## src/rtl/alu_operand_stage_pkg.sv

```systemverilog
// Shared types and constants for the ALU operand (ID/EX) stage.
// Holds opcodes, widths, REG_ZERO and the id_ex_t entry bundle.
package alu_operand_stage_pkg;

  localparam int XLEN   = 32;
  localparam int REG_AW = 5;

  localparam logic [REG_AW-1:0] REG_ZERO = '0;

  typedef enum logic [3:0] {
    ALU_ADD  = 4'd0,
    ALU_SUB  = 4'd1,
    ALU_AND  = 4'd2,
    ALU_OR   = 4'd3,
    ALU_XOR  = 4'd4,
    ALU_SLT  = 4'd5,
    ALU_SLTU = 4'd6,
    ALU_SLL  = 4'd7,
    ALU_LSR  = 4'd8,
    ALU_ASR  = 4'd9
  } alu_op_e;

  typedef struct packed {
    alu_op_e           op;
    logic [REG_AW-1:0] rs1;
    logic [REG_AW-1:0] rs2;
    logic [XLEN-1:0]   rs1_data;
    logic [XLEN-1:0]   rs2_data;
    logic [XLEN-1:0]   imm;
    logic [XLEN-1:0]   pc;
    logic              sel_0;
    logic              sel_1;
    logic [REG_AW-1:0] rd;
    logic              we;
  } id_ex_t;

endpackage

```

## src/rtl/alu_operand_stage_if.sv

```systemverilog
// Upstream/downstream valid-ready bundle of the ALU operand stage.
// slave = the stage itself, master = the driver around it.
interface alu_operand_stage_if;
  import alu_operand_stage_pkg::*;

  logic              in_valid;
  logic              in_ready;
  alu_op_e           in_op;
  logic [REG_AW-1:0] in_rs1;
  logic [REG_AW-1:0] in_rs2;
  logic [XLEN-1:0]   in_rs1_data;
  logic [XLEN-1:0]   in_rs2_data;
  logic [XLEN-1:0]   in_imm;
  logic [XLEN-1:0]   in_pc;
  logic              in_sel_0;
  logic              in_sel_1;
  logic [REG_AW-1:0] in_rd;
  logic              in_we;

  logic              out_valid;
  logic              out_ready;
  logic [XLEN-1:0]   out_in_0;
  logic [XLEN-1:0]   out_in_1;
  alu_op_e           out_op;
  logic [XLEN-1:0]   out_rs2_data;
  logic [REG_AW-1:0] out_rd;
  logic              out_we;

  modport slave (
    input  in_valid, in_op, in_rs1, in_rs2,
    input  in_rs1_data, in_rs2_data, in_imm, in_pc,
    input  in_sel_0, in_sel_1, in_rd, in_we,
    input  out_ready,
    output in_ready,
    output out_valid, out_in_0, out_in_1, out_op,
    output out_rs2_data, out_rd, out_we
  );

  modport master (
    output in_valid, in_op, in_rs1, in_rs2,
    output in_rs1_data, in_rs2_data, in_imm, in_pc,
    output in_sel_0, in_sel_1, in_rd, in_we,
    output out_ready,
    input  in_ready,
    input  out_valid, out_in_0, out_in_1, out_op,
    input  out_rs2_data, out_rd, out_we
  );

endinterface

```

## src/rtl/alu_operand_stage_fwd_select.sv

```systemverilog
// Per-source operand select: x0 > EX forward > WB forward > stored.
// ALU_STAGE_FWD_EN enables EX forwarding; otherwise any EX match stalls.
module alu_operand_stage_fwd_select
  import alu_operand_stage_pkg::*;
(
  input  logic [REG_AW-1:0] rs,
  input  logic [XLEN-1:0]   data,
  input  logic              ex_we,
  input  logic              ex_pending,
  input  logic [REG_AW-1:0] ex_rd,
  input  logic [XLEN-1:0]   ex_data,
  input  logic              wb_we,
  input  logic [REG_AW-1:0] wb_rd,
  input  logic [XLEN-1:0]   wb_data,
  output logic [XLEN-1:0]   value,
  output logic              wb_hit,
  output logic              hazard
);

  logic nz;
  logic ex_hit;

  assign nz     = rs != REG_ZERO;
  assign ex_hit = ex_we && (ex_rd == rs) && nz;
  assign wb_hit = wb_we && (wb_rd == rs) && nz;

`ifdef ALU_STAGE_FWD_EN
  // Youngest producer wins; x0 is hardwired to zero.
  always_comb begin
    value = data;
    priority case (1'b1)
      !nz:     value = '0;
      ex_hit:  value = ex_data;
      wb_hit:  value = wb_data;
      default: value = data;
    endcase
  end

  assign hazard = ex_hit && ex_pending;
`else
  // No EX path: WB or stored data only; EX producer must retire first.
  always_comb begin
    value = data;
    priority case (1'b1)
      !nz:     value = '0;
      wb_hit:  value = wb_data;
      default: value = data;
    endcase
  end

  assign hazard = ex_hit;

  logic unused_ex;
  assign unused_ex = ^{ex_pending, ex_data};
`endif

endmodule

```

## src/rtl/alu_operand_stage.sv

```systemverilog
// Single-entry ID/EX stage feeding the ALU, with forwarding and stall.
// Build option: define ALU_STAGE_FWD_EN to enable EX/MEM forwarding.
module alu_operand_stage
  import alu_operand_stage_pkg::*;
(
  input  logic              clk,
  input  logic              rst_n,
  input  logic              flush,
  input  logic              ex_we,
  input  logic              ex_pending,
  input  logic [REG_AW-1:0] ex_rd,
  input  logic [XLEN-1:0]   ex_data,
  input  logic              wb_we,
  input  logic [REG_AW-1:0] wb_rd,
  input  logic [XLEN-1:0]   wb_data,
  alu_operand_stage_if.slave bus
);

  logic   full;
  id_ex_t entry;
  id_ex_t in_entry;
  logic   pop;
  logic   push;
  logic   hazard;

  logic [XLEN-1:0] rs1_val;
  logic [XLEN-1:0] rs2_val;
  logic            wb_hit_1;
  logic            wb_hit_2;
  logic            haz_1;
  logic            haz_2;

  assign in_entry = '{
    op:       bus.in_op,
    rs1:      bus.in_rs1,
    rs2:      bus.in_rs2,
    rs1_data: bus.in_rs1_data,
    rs2_data: bus.in_rs2_data,
    imm:      bus.in_imm,
    pc:       bus.in_pc,
    sel_0:    bus.in_sel_0,
    sel_1:    bus.in_sel_1,
    rd:       bus.in_rd,
    we:       bus.in_we
  };

  alu_operand_stage_fwd_select u_fwd_rs1 (
    .rs         (entry.rs1),
    .data       (entry.rs1_data),
    .ex_we      (ex_we),
    .ex_pending (ex_pending),
    .ex_rd      (ex_rd),
    .ex_data    (ex_data),
    .wb_we      (wb_we),
    .wb_rd      (wb_rd),
    .wb_data    (wb_data),
    .value      (rs1_val),
    .wb_hit     (wb_hit_1),
    .hazard     (haz_1)
  );

  alu_operand_stage_fwd_select u_fwd_rs2 (
    .rs         (entry.rs2),
    .data       (entry.rs2_data),
    .ex_we      (ex_we),
    .ex_pending (ex_pending),
    .ex_rd      (ex_rd),
    .ex_data    (ex_data),
    .wb_we      (wb_we),
    .wb_rd      (wb_rd),
    .wb_data    (wb_data),
    .value      (rs2_val),
    .wb_hit     (wb_hit_2),
    .hazard     (haz_2)
  );

  // rs1 is ignored when the PC is selected; rs2 may be store data.
  assign hazard = (haz_1 && !entry.sel_0) || haz_2;

  assign bus.out_valid = full && !hazard;
  assign pop           = bus.out_valid && bus.out_ready;
  assign bus.in_ready  = !full || pop;
  assign push          = bus.in_valid && bus.in_ready && !flush;

  assign bus.out_in_0     = entry.sel_0 ? entry.pc  : rs1_val;
  assign bus.out_in_1     = entry.sel_1 ? entry.imm : rs2_val;
  assign bus.out_rs2_data = rs2_val;
  assign bus.out_op       = entry.op;
  assign bus.out_rd       = entry.rd;
  assign bus.out_we       = entry.we;

  // Occupancy: flush beats push, push beats pop.
  always_ff @(posedge clk or negedge rst_n) begin
    if (!rst_n) begin
      full <= 1'b0;
    end else if (flush) begin
      full <= 1'b0;
    end else if (push) begin
      full <= 1'b1;
    end else if (pop) begin
      full <= 1'b0;
    end
  end

  // Entry capture, then WB snoop while the entry waits.
  always_ff @(posedge clk or negedge rst_n) begin
    if (!rst_n) begin
      entry    <= '0;
      entry.op <= ALU_ADD;
    end else if (push) begin
      entry <= in_entry;
    end else if (full && !pop) begin
      if (wb_hit_1) entry.rs1_data <= wb_data;
      if (wb_hit_2) entry.rs2_data <= wb_data;
    end
  end

endmodule
```

## src/flat_wrapper.sv

```systemverilog
// flat-port wrapper written by rule: the top's interface ports become plain ports
module alu_operand_stage_flat import alu_operand_stage_pkg::*;
  (clk, rst_n, flush, ex_we, ex_pending, ex_rd, ex_data, wb_we, wb_rd, wb_data, bus_in_valid, bus_in_op, bus_in_rs1, bus_in_rs2, bus_in_rs1_data, bus_in_rs2_data, bus_in_imm, bus_in_pc, bus_in_sel_0, bus_in_sel_1, bus_in_rd, bus_in_we, bus_out_ready, bus_in_ready, bus_out_valid, bus_out_in_0, bus_out_in_1, bus_out_op, bus_out_rs2_data, bus_out_rd, bus_out_we);
  alu_operand_stage_if bus_i ();
  input  logic clk;
  input  logic rst_n;
  input  logic flush;
  input  logic ex_we;
  input  logic ex_pending;
  input  logic [REG_AW-1:0] ex_rd;
  input  logic [XLEN-1:0] ex_data;
  input  logic wb_we;
  input  logic [REG_AW-1:0] wb_rd;
  input  logic [XLEN-1:0] wb_data;
  input wire logic [$bits(bus_i.in_valid)-1:0] bus_in_valid;
  input wire logic [$bits(bus_i.in_op)-1:0] bus_in_op;
  input wire logic [$bits(bus_i.in_rs1)-1:0] bus_in_rs1;
  input wire logic [$bits(bus_i.in_rs2)-1:0] bus_in_rs2;
  input wire logic [$bits(bus_i.in_rs1_data)-1:0] bus_in_rs1_data;
  input wire logic [$bits(bus_i.in_rs2_data)-1:0] bus_in_rs2_data;
  input wire logic [$bits(bus_i.in_imm)-1:0] bus_in_imm;
  input wire logic [$bits(bus_i.in_pc)-1:0] bus_in_pc;
  input wire logic [$bits(bus_i.in_sel_0)-1:0] bus_in_sel_0;
  input wire logic [$bits(bus_i.in_sel_1)-1:0] bus_in_sel_1;
  input wire logic [$bits(bus_i.in_rd)-1:0] bus_in_rd;
  input wire logic [$bits(bus_i.in_we)-1:0] bus_in_we;
  input wire logic [$bits(bus_i.out_ready)-1:0] bus_out_ready;
  output wire logic [$bits(bus_i.in_ready)-1:0] bus_in_ready;
  output wire logic [$bits(bus_i.out_valid)-1:0] bus_out_valid;
  output wire logic [$bits(bus_i.out_in_0)-1:0] bus_out_in_0;
  output wire logic [$bits(bus_i.out_in_1)-1:0] bus_out_in_1;
  output wire logic [$bits(bus_i.out_op)-1:0] bus_out_op;
  output wire logic [$bits(bus_i.out_rs2_data)-1:0] bus_out_rs2_data;
  output wire logic [$bits(bus_i.out_rd)-1:0] bus_out_rd;
  output wire logic [$bits(bus_i.out_we)-1:0] bus_out_we;
  assign bus_i.in_valid = bus_in_valid;
  assign bus_i.in_op = bus_in_op;
  assign bus_i.in_rs1 = bus_in_rs1;
  assign bus_i.in_rs2 = bus_in_rs2;
  assign bus_i.in_rs1_data = bus_in_rs1_data;
  assign bus_i.in_rs2_data = bus_in_rs2_data;
  assign bus_i.in_imm = bus_in_imm;
  assign bus_i.in_pc = bus_in_pc;
  assign bus_i.in_sel_0 = bus_in_sel_0;
  assign bus_i.in_sel_1 = bus_in_sel_1;
  assign bus_i.in_rd = bus_in_rd;
  assign bus_i.in_we = bus_in_we;
  assign bus_i.out_ready = bus_out_ready;
  assign bus_in_ready = bus_i.in_ready;
  assign bus_out_valid = bus_i.out_valid;
  assign bus_out_in_0 = bus_i.out_in_0;
  assign bus_out_in_1 = bus_i.out_in_1;
  assign bus_out_op = bus_i.out_op;
  assign bus_out_rs2_data = bus_i.out_rs2_data;
  assign bus_out_rd = bus_i.out_rd;
  assign bus_out_we = bus_i.out_we;
  alu_operand_stage u_core (.clk(clk), .rst_n(rst_n), .flush(flush), .ex_we(ex_we), .ex_pending(ex_pending), .ex_rd(ex_rd), .ex_data(ex_data), .wb_we(wb_we), .wb_rd(wb_rd), .wb_data(wb_data), .bus(bus_i));
endmodule
```

## config.mk

```make
export PLATFORM = sky130hd
export DESIGN_NAME = alu_operand_stage_flat
export DESIGN_NICKNAME = d
export VERILOG_FILES = /design/src/rtl/alu_operand_stage_pkg.sv /design/src/rtl/alu_operand_stage_if.sv /design/src/rtl/alu_operand_stage_fwd_select.sv /design/src/rtl/alu_operand_stage.sv /design/src/flat_wrapper.sv
export SDC_FILE = /design/constraint.sdc
export NUM_CORES = 1
export LEC_CHECK = 0
export ABC_CLOCK_PERIOD_IN_PS = 2900
export CAP_MARGIN = 10
export CELL_PAD_IN_SITES_DETAIL_PLACEMENT = 0
export CELL_PAD_IN_SITES_GLOBAL_PLACEMENT = 1
export CORE_UTILIZATION = 33
export DETAILED_ROUTE_END_ITERATION = 12
export GPL_ROUTABILITY_DRIVEN = 1
export GPL_TIMING_DRIVEN = 1
export MAX_ROUTING_LAYER = met4
export PLACE_DENSITY_LB_ADDON = 0.1
export SLEW_MARGIN = 20
export SYNTH_ARGS = -nofsm -noshare
export SYNTH_HDL_FRONTEND = slang
export SYNTH_HIERARCHICAL = 1
export SYNTH_SLANG_ARGS = --single-unit
```

## constraint.sdc

```tcl
create_clock -name clk -period 2.9 [get_ports clk]
set_input_delay 0.58 -clock clk [delete_from_list [all_inputs] [get_ports clk]]
set_output_delay 0.58 -clock clk [all_outputs]
set_load 0.005 [all_outputs]
```

Yosys cells after proc, flatten, opt, wreduce, memory -nomap -nowiden:

Index checks and enable logic that the tools add are counted.

* bits in registers: 151
* output and inout bits: 108
* logic and storage cells: 52

* eq/ne operators: 4
* muxes and demuxes: 11
* reductions and logical operators: 25

Operators with widths (count)
* $mux W32: 6
* $mux W64: 2
* $eq A5 B5 Y1: 4
* $logic_and A1 B1 Y1: 14
* $reduce_bool A5 Y1: 2
* $logic_not A1 Y1: 5
* $mux W1: 3
* $reduce_bool A3 Y1: 1
* $logic_or A1 B1 Y1: 2
* $reduce_bool A2 Y1: 1

Depth between registers and ports, before layout:

Gate-level depths: netlist of the first run.

* depth in word-level cells: 13
* mapped depth: 11

Cells and area by module:

Netlist of the first run, hierarchy kept.

By module, submodules not included
* alu_operand_stage: instances 1, cells each 559, area each 7078.0 sq um, sequential area each 3778.6 sq um
* alu_operand_stage_fwd_select: instances 2, cells each 134, area each 849.6 sq um, sequential area each 0.0 sq um

Worst setup path before layout of the first run:

Ideal clock, no wire load.

* path kind: reg2reg
* from: reg u_core/entry[136] (netlist bit)
* to: reg u_core/entry[65] (netlist bit)
* library setup time: 0.128 ns
* arrival: 2.149 ns
* required time: 2.772 ns
* path slack: 0.624 ns
* cell stages (with the launch flop): 12
* buffers on the path: 3
* path through: dfrtp_1 > nor3_1 > nand2_1 > clkbuf_1 > nand3_1 > nor2_1 > nand2b_1 > o21a_4 > nor2_4 > buf_6 > buf_8 > mux2_1

* cells in the longest elaborated chain, start to end: 10
* elaborated cells on any way between the ends: 11
* those cells by class: eq/ne: 1; reduce/logical: 10

Ends and longest elaborated chain
* from (decl): line alu_operand_stage.sv:20 `id_ex_t entry;`
* from (signal assigned): line alu_operand_stage.sv:111 `entry <= in_entry;`
* $eq A5 B5 Y1: line alu_operand_stage_fwd_select.sv:24 `assign ex_hit = ex_we && (ex_rd == rs) && nz;`
* $logic_and A1 B1 Y1: line alu_operand_stage_fwd_select.sv:24
* $logic_and A1 B1 Y1 *: line alu_operand_stage_fwd_select.sv:24
* net u_core.haz_2: line alu_operand_stage.sv:31 `logic haz_2;`
* $logic_or A1 B1 Y1 *: line alu_operand_stage.sv:78 `assign hazard = (haz_1 && !entry.sel_0) || haz_2;`
* $logic_not A1 Y1 *: line alu_operand_stage.sv:80 `assign bus.out_valid = full && !hazard;`
* $logic_and A1 B1 Y1 *: line alu_operand_stage.sv:80
* $logic_and A1 B1 Y1 *: line alu_operand_stage.sv:81 `assign pop = bus.out_valid && bus.out_ready;`
* $logic_or A1 B1 Y1 *: line alu_operand_stage.sv:82 `assign bus.in_ready = !full || pop;`
* $logic_and A1 B1 Y1 * (2 in a row): line alu_operand_stage.sv:83 `assign push = bus.in_valid && bus.in_ready && !flush;`

Mark *: on every way through the listed nets, which the timed path passes. The rest lies on a longest branch.
A chain may end at the register's enable or synchronous reset.

Final worst setup path of the first run:

* from: reg u_core/entry[140] (netlist bit)
* to: out bus_out_in_1[12]

* cells in the longest elaborated chain, start to end: 6
* elaborated cells on any way between the ends: 7
* those cells by class: eq/ne: 1; mux: 3; reduce/logical: 3

Ends and longest elaborated chain
* $eq A5 B5 Y1: line alu_operand_stage_fwd_select.sv:25 `assign wb_hit = wb_we && (wb_rd == rs) && nz;`
* $logic_and A1 B1 Y1 (2 in a row): line alu_operand_stage_fwd_select.sv:25
* $mux W32
* $mux W32 *: line alu_operand_stage_fwd_select.sv:44 `priority case (1'b1)`
* $mux W32 *: line alu_operand_stage.sv:86 `assign bus.out_in_1 = entry.sel_1 ? entry.imm : rs2_val;`
* to (decl): line flat_wrapper.sv:31 `output wire logic [$bits(bus_i.out_in_1)-1:0] bus_out_in_1;`

Every way passes the cells marked *; elsewhere a longest branch is shown, timed or not.

==> results of run 1 <==
## cells by family (layout without fill, tap and decap cells)
family                    Yosys count  in the layout
DFF                               151            151
and+or+nand+nor                    94             94
buffers and inverters             151            559
xor gates and xnor gates           20             20
muxes                             152            152
other                               0              4
AOI/OAI and AO/OA                 259            259
## state kept, by name (all words and copies together), names as in the netlist
name / cells
u_core/full: 1
u_core/bus.out_rd: 5
u_core/entry: 140
u_core/bus.out_we: 1
u_core/bus.out_op: 4
## critical path: stages (launching register included)
cell and delay, ps:
dfrtp_1 410, xnor2_2 190, buf_4 130, nand4_1 100, buf_6 170, buf_6 140
buf_12 140, o21ai_4 160, a21boi_2 80, buf_4 130, mux2_2 260, buf_6 120
## worst paths after layout
kind                                    from                 to  slack (ps)  cells past startpoint
setup / recovery           u_core/entry[140]   bus_out_in_1[12]        -130                     11
hold / removal                         rst_n   u_core/entry[55]         100                      1
setup reg to reg           u_core/entry[136]   u_core/entry[25]         210                     12
hold reg to reg             u_core/entry[38]   u_core/entry[38]         480                      1
max in group asynchronous              rst_n  u_core/entry[144]        1970                      2
min in group clk            u_core/entry[38]   u_core/entry[38]         480                      1
## cells in the final DEF, fill, tap and decap left out, types with 8 or more instances in the layout
cell type        count
a21boi_1             8
clkbuf_16           20
xnor2_1             10
mux2_2              79
o21ai_1             11
buf_4              107
clkdlybuf4s50_1    201
buf_12              30
nand3_2             20
clkdlybuf4s15_1     10
a21oi_1             64
mux2_1              21
inv_1               64
xnor2_2             10
o21ai_4             15
o32ai_1             64
o21ai_2             36
clkbuf_2            46
buf_6               27
mux2_4              50
dfrtp_1            146
a21boi_2            54
dlygate4sd2_1       20
nand3_1             45
## per-layer routing
layer | share of wire, % | vias up
met2 | 48 | 297
met4 | 1.1 | 0
met5 | 0 | -
li1 | - | 3816
met3 | 7.2 | 27
met1 | 43 | 4145
## cell type report
cell class | instances | share of cell area, %
timing repair buffer | 462 | 31.5
inverter | 65 | 1.66
multi-input combinational | 525 | 34.4
tap | 335 | 2.85
clock buffer | 19 | 3.08
clock inverter | 13 | 0.757
sequential | 151 | 25.7
antenna | 4 | 0.0680
## power groups by stage
| stage | logic (mW) | clock network [mW] | registers (mW) |
|---|---|---|---|
| after global placement | 2.94 | 0 | 2.70 |
| after CTS | 3.33 | 2.24 | 2.69 |
| after detailed placement | 2.94 | 0 | 2.70 |
| after global routing | 3.78 | 2.32 | 2.76 |
| after floorplan | 1.36 | 0 | 2.63 |
| final | 3.54 | 2.17 | 2.72 |
## through the flow
step / TNS, ps / hold slack (ps) / worst slack, ps
CTS: -1900 / 97.0 / -167
global placement: -42020 / 465 / -646
detailed placement: -43400 / 471 / -583
finish: -973 / 98.8 / -134
global route: -5560 / 117 / -232
floorplan: 0 / 284 / 624
## what timing repair did
item / in CTS / in global routing
buffers inserted: 49 / 22
gates cloned: 9 / 3
hold endpoints to repair: 0 / 0
resized for setup: 347 / 236
pin swaps: 57 / 58
endpoints found under the setup margin: 98 / 79
==> impl_results.md, run 1 <==
* Status: finished with violations
* Failing checks: negative setup slack
* Met1 GRT Util at 33.9%
* Main combinational cell family by area after synthesis: multiplexers
* Pleak at 6.31 nW
* Global route hottest layer: met2
* Area of the multi-input gates at 5060 um2
* Via density at 5.26
* Fin util at 56.5%
* Die H at 165 um
* Unrepaired setup endpoints after global routing: true
* Max cap viols at 0
* Most common cell in the netlist: dfrtp_1
* Synthesized Nets at 1059
* Worst Path Arrival at 2450 ps
* Length of the first detailed-routing pass in iterations at 5
* Layout Cells excl Fill at 1574
* Port bufs at 306
* Worst slew margin at 63.7%
* Startpoint types: register
* Setup violations, final at 27
* Post-synthesis xor/xnor area fraction at 2.00%
* Power Dens Cells at 574 nW/um2
* Total CTS buffers at 17
* Die Span X at 165 um
* Met2 GRT Util at 40.1%
* Initial DRC Count at 472
* Simple-Gate Fraction of Synth Area at 5.66%
* Row count at 59
* Worst-path clk slew at 70 ps
* Wirelength per Cell at 22.2 um
* Max Freq at 330 MHz
* Mapped Area at 8780 um2
* Final Hold Viols at 0
* Peak VDD IR at 0.000297 V
* Hold_buf cts at 0
* CTS sink count at 151
* Clock buffer depth at 2
* Clk network pwr share at 25.8%
* Clock Latency Late Sink at 420 ps
* Synth area leader: dfrtp_1
* Final nets at 1454
* GR Util met3 at 6.07%
* Filler cells at 2330
* Final instance area at 14700 um2
* CTS Root Cell: clkbuf_16
* Initial antenna violation count at 1
* Switch share at 32.5%
* Critical path peak fanout at 5
* Top cells by count, synth: dfrtp_1 (151), mux2_2 (110), nand3_1 (66)
* Post-synthesis adder-cell area fraction at 0%
* Placed Cells incl. Taps at 1464
* Detailed Route WL at 34.9 mm
* Synth top area cells: dfrtp_1 (43%), mux2_2 (14%), o32ai_1 (6.4%), a21boi_1 (4.4%), nand3_1 (3.8%)
* Final ANT Viol Nets at 0
* Synth-to-Final Area Change at 67.6%
* Vias in the first global route at 8384
* Fraction of layout cells with a size suffix above 1 at 44.5%
* Setup WS post-layout at -134 ps
* Synth warnings at 6
* TritonCTS clock tree: yes
* Syn avg cell area at 10.6 um2
* Post-synthesis sequential area ratio at 43.1%
* Via count at 8285
* Flops & latches, synth at 151
* Sequential Power Share at 32.2%
* First-pass GRT wire length at 50.5 mm
* All-Layer GR Usage at 25.8%
* Die Area at 27300 um2
* Register area at 3780 um2
* IO Pins at 340
* Comb power frac at 42.0%
* CP required at 2320 ps
* Cell Int Power at 5.70 mW
* Syn Inst Count at 827
* Hpwl dp at 22.4 mm
* Total power at 8.44 mW
* H-Tree Depth at 4
* Mux share of post-synthesis cell area at 20.4%
* Setup CP Type: register to primary output
* Initial Util at 33.7%
* Fin Clk Skew at 11.5 ps
* Ys async rst share at 100%
* Core area at 26100 um2
* Crit. End Element: primary output
* Post-synthesis compound-gate area fraction at 19.8%
* Pins Over Slew Limit at 0
* Instance area at placement at 12600 um2
* Post-synth top flop: dfrtp_1
* GR Overflow Total at 0
* Post-synth EDFFs at 0
* Share of the synthesized area in the top cell type at 43.1%
* GP Congestion at 0.822
* Switching power at 2.74 mW
* Hold Crit Class: primary input to async pin
* Final Cycle Share at 105%
* Final min period at 3030 ps
* # DRC at 0
* Slew @ Worst Pin at 544 ps
* Distinct cells, synth at 37
* Largest net degree at the start of global routing at 66
No activity file was read; power rests on OpenSTA's default activity.
==> inputs of run 2 (changes only) <==
Settings changed: PLACE_DENSITY_LB_ADDON 0.1 to 0.05.
==> run 2 against run 1 <==
  * The run still ends with negative setup slack left
  * Combinational power barely moved
  * Count of clock-buffer cells in the layout did not move
  * Register-to-register slack improved by 60 ps
  * First-iteration DRC count fell by 2.1%
  * Clock skew rose by 2.6 ps
  * Largest cell class unchanged
  * Highest routed layer unchanged
==> impl_results.md, run 2 (same netlist as run 1, synthesis figures left out) <==
* Pins Over Slew Limit at 0 (unchanged)
* Register area at 3780 um2 (unchanged)
* TritonCTS clock tree: yes (unchanged)
* Worst slew margin at 65.7% (was 63.7%)
* Buf+Inv Stages, Crit Path at 3 (was 6)
* GR Util met3 at 5.74% (was 6.07%)
* Delay-heaviest family, CP: buffers and inverters (unchanged)
* Status: finished with violations (unchanged)
* Filler cells at 2311 (was 2330)
* Met2 GRT Util at 39.0% (was 40.1%)
* Setup violations, final at 20 (was 27)
* Final Hold Viols at 0 (unchanged)
* Fraction of layout cells with a size suffix above 1 at 41.8% (was 44.5%)
* Peak VDD IR at 0.000367 V (was 0.000297 V)
* Total CTS buffers at 17 (unchanged)
* H-Tree Depth at 4 (unchanged)
* Clock buffer depth at 2 (unchanged)
* Commonest non-fill, non-tap cell in the layout: clkdlybuf4s50_1 (unchanged)
* Fin Clk Skew at 14.0 ps (was 11.5 ps)
* Critical path peak fanout at 16 (was 5)
* Max Freq at 336 MHz (was 330 MHz)
* Port bufs at 306 (unchanged)
* Failing checks: negative setup slack (unchanged)
* Setup WS post-layout at -79.5 ps (was -134 ps)
* Most flop-heavy register: u_core/entry (unchanged)
* IO Pins at 340 (unchanged)
* Global route hottest layer: met2 (unchanged)
* # DRC at 0 (unchanged)
* Min Hold Slack at 32.3 ps (was 98.8 ps)
* CTS sink count at 151 (unchanged)
* GP Congestion at 0.813 (was 0.822)
* Synth-to-Final Area Change at 70.3% (was 67.6%)
* Startpoint types: register (unchanged)
* Reg-to-reg endpoint: u_core/entry[22] (was u_core/entry[25])
* Most frequent cells in the layout: clkdlybuf4s50_1 (202), dfrtp_1 (146), buf_4 (126) (was clkdlybuf4s50_1 (201), dfrtp_1 (146), buf_4 (107))
* Initial DRC Count at 462 (was 472)
* Initial Util at 33.7% (unchanged)
* Detailed Route WL at 34.7 mm (was 34.9 mm)
* Die H at 165 um (unchanged)
* Initial antenna violation count at 4 (was 1)
* Core area at 26100 um2 (unchanged)
* All-Layer GR Usage at 25.2% (was 25.8%)
* Wirelength per Cell at 21.7 um (was 22.2 um)
* Slew @ Worst Pin at 514 ps (was 544 ps)
* Worst Path Arrival at 2400 ps (was 2450 ps)
* Critical-path cell list: xnor2_2 -> nand4_1 -> buf_4 -> clkbuf_16 -> o21ai_1 -> a21boi_2 -> mux2_2 -> dlygate4sd2_1 (was xnor2_2 -> buf_4 -> nand4_1 -> buf_6 -> buf_6 -> buf_12 -> o21ai_4 -> a21boi_2 -> buf_4 -> mux2_2 -> buf_6)
* Setup CP Type: register to primary output (unchanged)
* Final instance area at 15000 um2 (was 14700 um2)
* Vias in the first global route at 8368 (was 8384)
* Max cap viols at 0 (unchanged)
* Power Dens Cells at 571 nW/um2 (was 574 nW/um2)
* Unrepaired setup endpoints after global routing: true (unchanged)
* Final Cycle Share at 103% (was 105%)
* Crit. End Element: primary output (unchanged)
* Hpwl dp at 22.6 mm (was 22.4 mm)
* Cell depth of the worst flop-to-flop path at 13 (was 12)
* Via count at 8282 (was 8285)
* Crit-path max cell delay at 410 ps (about the same)
* GR Overflow Total at 0 (unchanged)
* Area of the multi-input gates at 5010 um2 (was 5060 um2)
* First-pass GRT wire length at 49.5 mm (was 50.5 mm)
* Instance area at placement at 12800 um2 (was 12600 um2)
* Die Span X at 165 um (unchanged)
* RR Startpoint: u_core/entry[141] (was u_core/entry[136])
* CP required at 2320 ps (about the same)
* Final ANT Viol Nets at 0 (unchanged)
* Die Area at 27300 um2 (unchanged)
* Cell count along the critical path at 8 (was 11)
* CTS Root Cell: clkbuf_16 (unchanged)
* Final min period at 2980 ps (was 3030 ps)
* Crit. Startpoint: u_core/entry[143] (was u_core/entry[140])
* Hold Crit Class: primary input to async pin (unchanged)
* R2r setup slk at 270 ps (was 210 ps)
* Largest register FFs at 140 (unchanged)
* Crit-path slowest cell: dfrtp_1 (unchanged)
* Final nets at 1480 (was 1454)
* Clock Latency Late Sink at 430 ps (was 420 ps)
* End point of the critical path: bus_out_in_0[11] (was bus_out_in_1[12])
* Met1 GRT Util at 33.3% (was 33.9%)
* Via density at 5.18 (was 5.26)
* Worst-path clk slew at 70 ps (about the same)
* Hold_buf cts at 0 (unchanged)
* Pleak at 6.50 nW (was 6.31 nW)
* Row count at 59 (unchanged)
* Length of the first detailed-routing pass in iterations at 5 (unchanged)
* Largest net degree at the start of global routing at 70 (was 66)
==> run 2: changes by cell type in the layout (fill, tap and decap cells not counted), moves of 6 or more <==
cell / before / now
dlygate4sd2_1: 20 / 36
o21ai_0: 2 / 11
clkbuf_2: 46 / 24
buf_2: 2 / 8
nand3_1: 45 / 52
nand3_2: 20 / 13
dlymetal6s2s_1: 0 / 10
buf_4: 107 / 126
o21ai_4: 15 / 21
o21ai_2: 36 / 15
buf_6: 27 / 35
o21ai_1: 11 / 17
==> run 2: through the flow <==
step	worst slack [ps]	util, %	power, mW	TNS [ps]	instances
after global placement	-573	49.2	5.71	-42750	1486
final	-79.5	57.4	8.53	-682	1600
after floorplan	624	-	3.99	0	827
after CTS	-215	54.8	8.30	-3310	1560
after detailed placement	-574	49.2	5.73	-42470	1486
after global routing	-258	57.4	8.97	-4340	1600
==> run 2: worst min path at each step <==
stage	slack, ps	cells past startpoint	end
global placement	460	1	u_core/entry[30]
finish	30	1	u_core/entry[68]
detailed placement	470	1	u_core/entry[36]
floorplan	280	0	u_core/bus.out_op[0]
CTS	30	1	u_core/entry[68]
global route	30	1	u_core/entry[69]
==> run 2: routing by layer <==
metal,vias up,wire length (um),share of wire (%)
met5,-,0,0
met4,0,546,1.6
met3,32,2600,7.5
met2,325,16000,46
met1,4065,15600,45
li1,3860,-,-
==> run 2: power by group <==
group / switching, mW / internal [mW] / total [mW]
combinational: 1.44 / 2.13 / 3.57
sequential: 0.261 / 2.46 / 2.72
clock: 1.01 / 1.24 / 2.24
==> run 2: layout make-up <==
| class | instances | share of cell area (%) |
|---|---|---|
| Tap cell | 335 | 2.80 |
| Antenna cell | 4 | 0.0670 |
| Inverter | 65 | 1.63 |
| Clock buffer | 19 | 2.96 |
| Multi-Input combinational cell | 525 | 33.5 |
| Clock inverter | 13 | 0.904 |
| Timing Repair Buffer | 488 | 32.8 |
| Sequential cell | 151 | 25.3 |
==> run 2: repair_timing <==
action	in CTS	in global routing
gates resized for setup	332	175
pin swaps	48	65
cloned	6	8
endpoints found under the setup margin	98	87
buffers inserted	38	41
==> inputs of run 3 (changes only) <==
Settings changed: ABC_CLOCK_PERIOD_IN_PS 2900 to 3400.
Clock period 2.9 ns to 3.4 ns, I/O delays scaled along.
==> run 3 against run 2 <==
  * The flow now finishes without violations
  * Combinational power decreased by 27%
  * Worst hold slack improved by 160 ps
  * Total power decreased by 19%
  * Core utilization decreased by 5.3 points
  * Final area decreased by 9.2%
  * Wire length decreased by 8.5%
  * Via count decreased by 6.7%
  * Final cell count decreased by 5.9%
  * Critical path type is now primary input to primary output
==> impl_results.md, run 3 (same netlist as run 1, synthesis figures left out) <==
* Setup violations, final at 0 (was 20)
* Met2 wire len at 14.5 mm (was 16.0 mm)
* Worst-path clk slew at 70 ps (about the same)
* Final Cycle Share at 98.8%
* Max Freq at 298 MHz
* Crit. End Element: primary output (unchanged)
* Final Hold Viols at 0 (unchanged)
* Min Hold Slack at 190 ps (was 32.3 ps)
* CP required at 2720 ps (was 2320 ps)
* Detailed Route WL at 31.8 mm (was 34.7 mm)
* Layout Cells excl Fill at 1505 (was 1600)
* Pleak at 5.72 nW (was 6.50 nW)
* Power Dens Cells at 510 nW/um2 (was 571 nW/um2)
* CTS Root Cell: clkbuf_16 (unchanged)
* GR Overflow Total at 0 (unchanged)
* Cell depth of the worst flop-to-flop path at 8 (was 13)
* Hold Crit Class: primary input to async pin (unchanged)
* Initial antenna violation count at 2 (was 4)
* WL met1 at 14.7 mm (was 15.6 mm)
* Via density at 5.13 (was 5.18)
* Final instance area at 13600 um2 (was 15000 um2)
* Row count at 59 (unchanged)
* Crit. Startpoint: wb_rd[4] (was u_core/entry[143])
* Sequential Power Share at 33.6% (was 31.9%)
* Instance area at placement at 12500 um2 (was 12800 um2)
* Die H at 165 um (unchanged)
* First-pass GRT wire length at 47.3 mm (was 49.5 mm)
* Clock buffer depth at 2 (unchanged)
* Comb power frac at 37.7% (was 41.8%)
* Setup slack at placement at -319 ps (was -574 ps)
* Clk network pwr share at 28.8% (was 26.3%)
* CTS sink count at 151 (unchanged)
* Hpwl dp at 21.7 mm (was 22.6 mm)
* Max cap viols at 0 (unchanged)
* RR Startpoint: u_core/entry[144] (was u_core/entry[141])
* Most flop-heavy register: u_core/entry (unchanged)
* Worst slew margin at 40.7% (was 65.7%)
* Largest net degree at the start of global routing at 66 (was 70)
* Switch share at 30.3% (was 31.8%)
* Setup TNS at 0 ps (was -682 ps)
* Startpoint types: primary input (was register)
* Length of the first detailed-routing pass in iterations at 6 (was 5)
* # DRC at 0 (unchanged)
* GP Congestion at 0.785 (was 0.813)
* TritonCTS clock tree: yes (unchanged)
* Clock Latency Late Sink at 430 ps (about the same)
* Metal3 WL at 2.31 mm (was 2.60 mm)
* Fin util at 52.1% (was 57.4%)
* Unrepaired setup endpoints after global routing: true (unchanged)
* Hold_buf cts at 0 (unchanged)
* Placed Cells incl. Taps at 1461 (was 1486)
* IO Pins at 340 (unchanged)
* Worst Path Arrival at 2680 ps (was 2400 ps)
* Peak VDD IR at 0.000309 V (was 0.000367 V)
* Commonest non-fill, non-tap cell in the layout: clkdlybuf4s50_1 (unchanged)
* Largest register FFs at 140 (unchanged)
* Final min period at 3360 ps
* Initial DRC Count at 371 (was 462)
* Core area at 26100 um2 (unchanged)
* Port bufs at 306 (unchanged)
* Die Span X at 165 um (unchanged)
* Final nets at 1387 (was 1480)
* Fin Clk Skew at 13.9 ps (was 14.0 ps)
* Slew @ Worst Pin at 889 ps (was 514 ps)
* Vias in the first global route at 7796 (was 8368)
* Setup CP Type: primary input to primary output (was register to primary output)
* Initial Util at 33.7% (unchanged)
* All-Layer GR Usage at 23.9% (was 25.2%)
* Switching power at 2.10 mW (was 2.71 mW)
* H-Tree Depth at 4 (unchanged)
* Critical path peak fanout at 7 (was 16)
* Via count at 7723 (was 8282)
* Wirelength per Cell at 21.1 um (was 21.7 um)
* Die Area at 27300 um2 (unchanged)
* Cell Int Power at 4.83 mW (was 5.82 mW)
* Pins Over Slew Limit at 0 (unchanged)
* Final ANT Viol Nets at 0 (unchanged)
* Top Metal Used: met4 (unchanged)
* Synth-to-Final Area Change at 54.7% (was 70.3%)
* Status: complete, no violations (was finished with violations)
* Most frequent cells in the layout: clkdlybuf4s50_1 (272), dfrtp_1 (149), mux2_2 (109) (was clkdlybuf4s50_1 (202), dfrtp_1 (146), buf_4 (126))
* Total power at 6.92 mW (was 8.53 mW)
* Setup WS post-layout at 40.4 ps (was -79.5 ps)
* Total CTS buffers at 17 (unchanged)
* Fraction of layout cells with a size suffix above 1 at 27.7% (was 41.8%)
## run 3: routing by layer
metal	up-vias	track usage [%]
met5	-	-
met4	0	5.09
met3	20	5.47
met2	282	35.8
met1	3756	32.8
li1	3665	-
## run 3: area by class of cell
class,instances,area (um2)
flip-flops and latches,151,3780
multi-input cells,525,4460
repair buffers,395,4080
diodes,2,5.00
well taps,335,419
clock inverters,13,158
fillers,2408,12500
inverters,65,244
clock buffers,19,443
## run 3: worst max-delay path, cell delays in order
cell             delay (ps)
clkdlybuf4s15_1         220
xnor2_1                 210
and4_4                  340
buf_12                  160
buf_12                  120
nand3_1                 100
a21boi_2                190
mux2_2                  170
clkdlybuf4s50_1         490
## run 3: power groups by stage
stage                     combinational, mW  clock, mW  sequential [mW]
after detailed placement               2.48          0             2.34
after global routing                   2.81       2.14             2.37
after global placement                 2.47          0             2.34
final                                  2.61       1.99             2.32
after CTS                              2.59       2.06             2.32
after floorplan                        1.16          0             2.24
## run 3: final timing paths
path                                     end  slack (ps)
max                         bus_out_in_1[26]          40
min                         u_core/entry[54]         190
max reg2reg                u_core/entry[120]         920
min reg2reg                 u_core/entry[34]         480
max in group asynchronous   u_core/entry[76]        2360
min in group clk            u_core/entry[34]         480
## run 3: timing repair
action	CTS	global route
hold endpoints to repair	0	0
pin swaps	6	17
setup endpoints to repair	93	70
resized for setup	62	70
buffers inserted	1	4
cloned	3	2
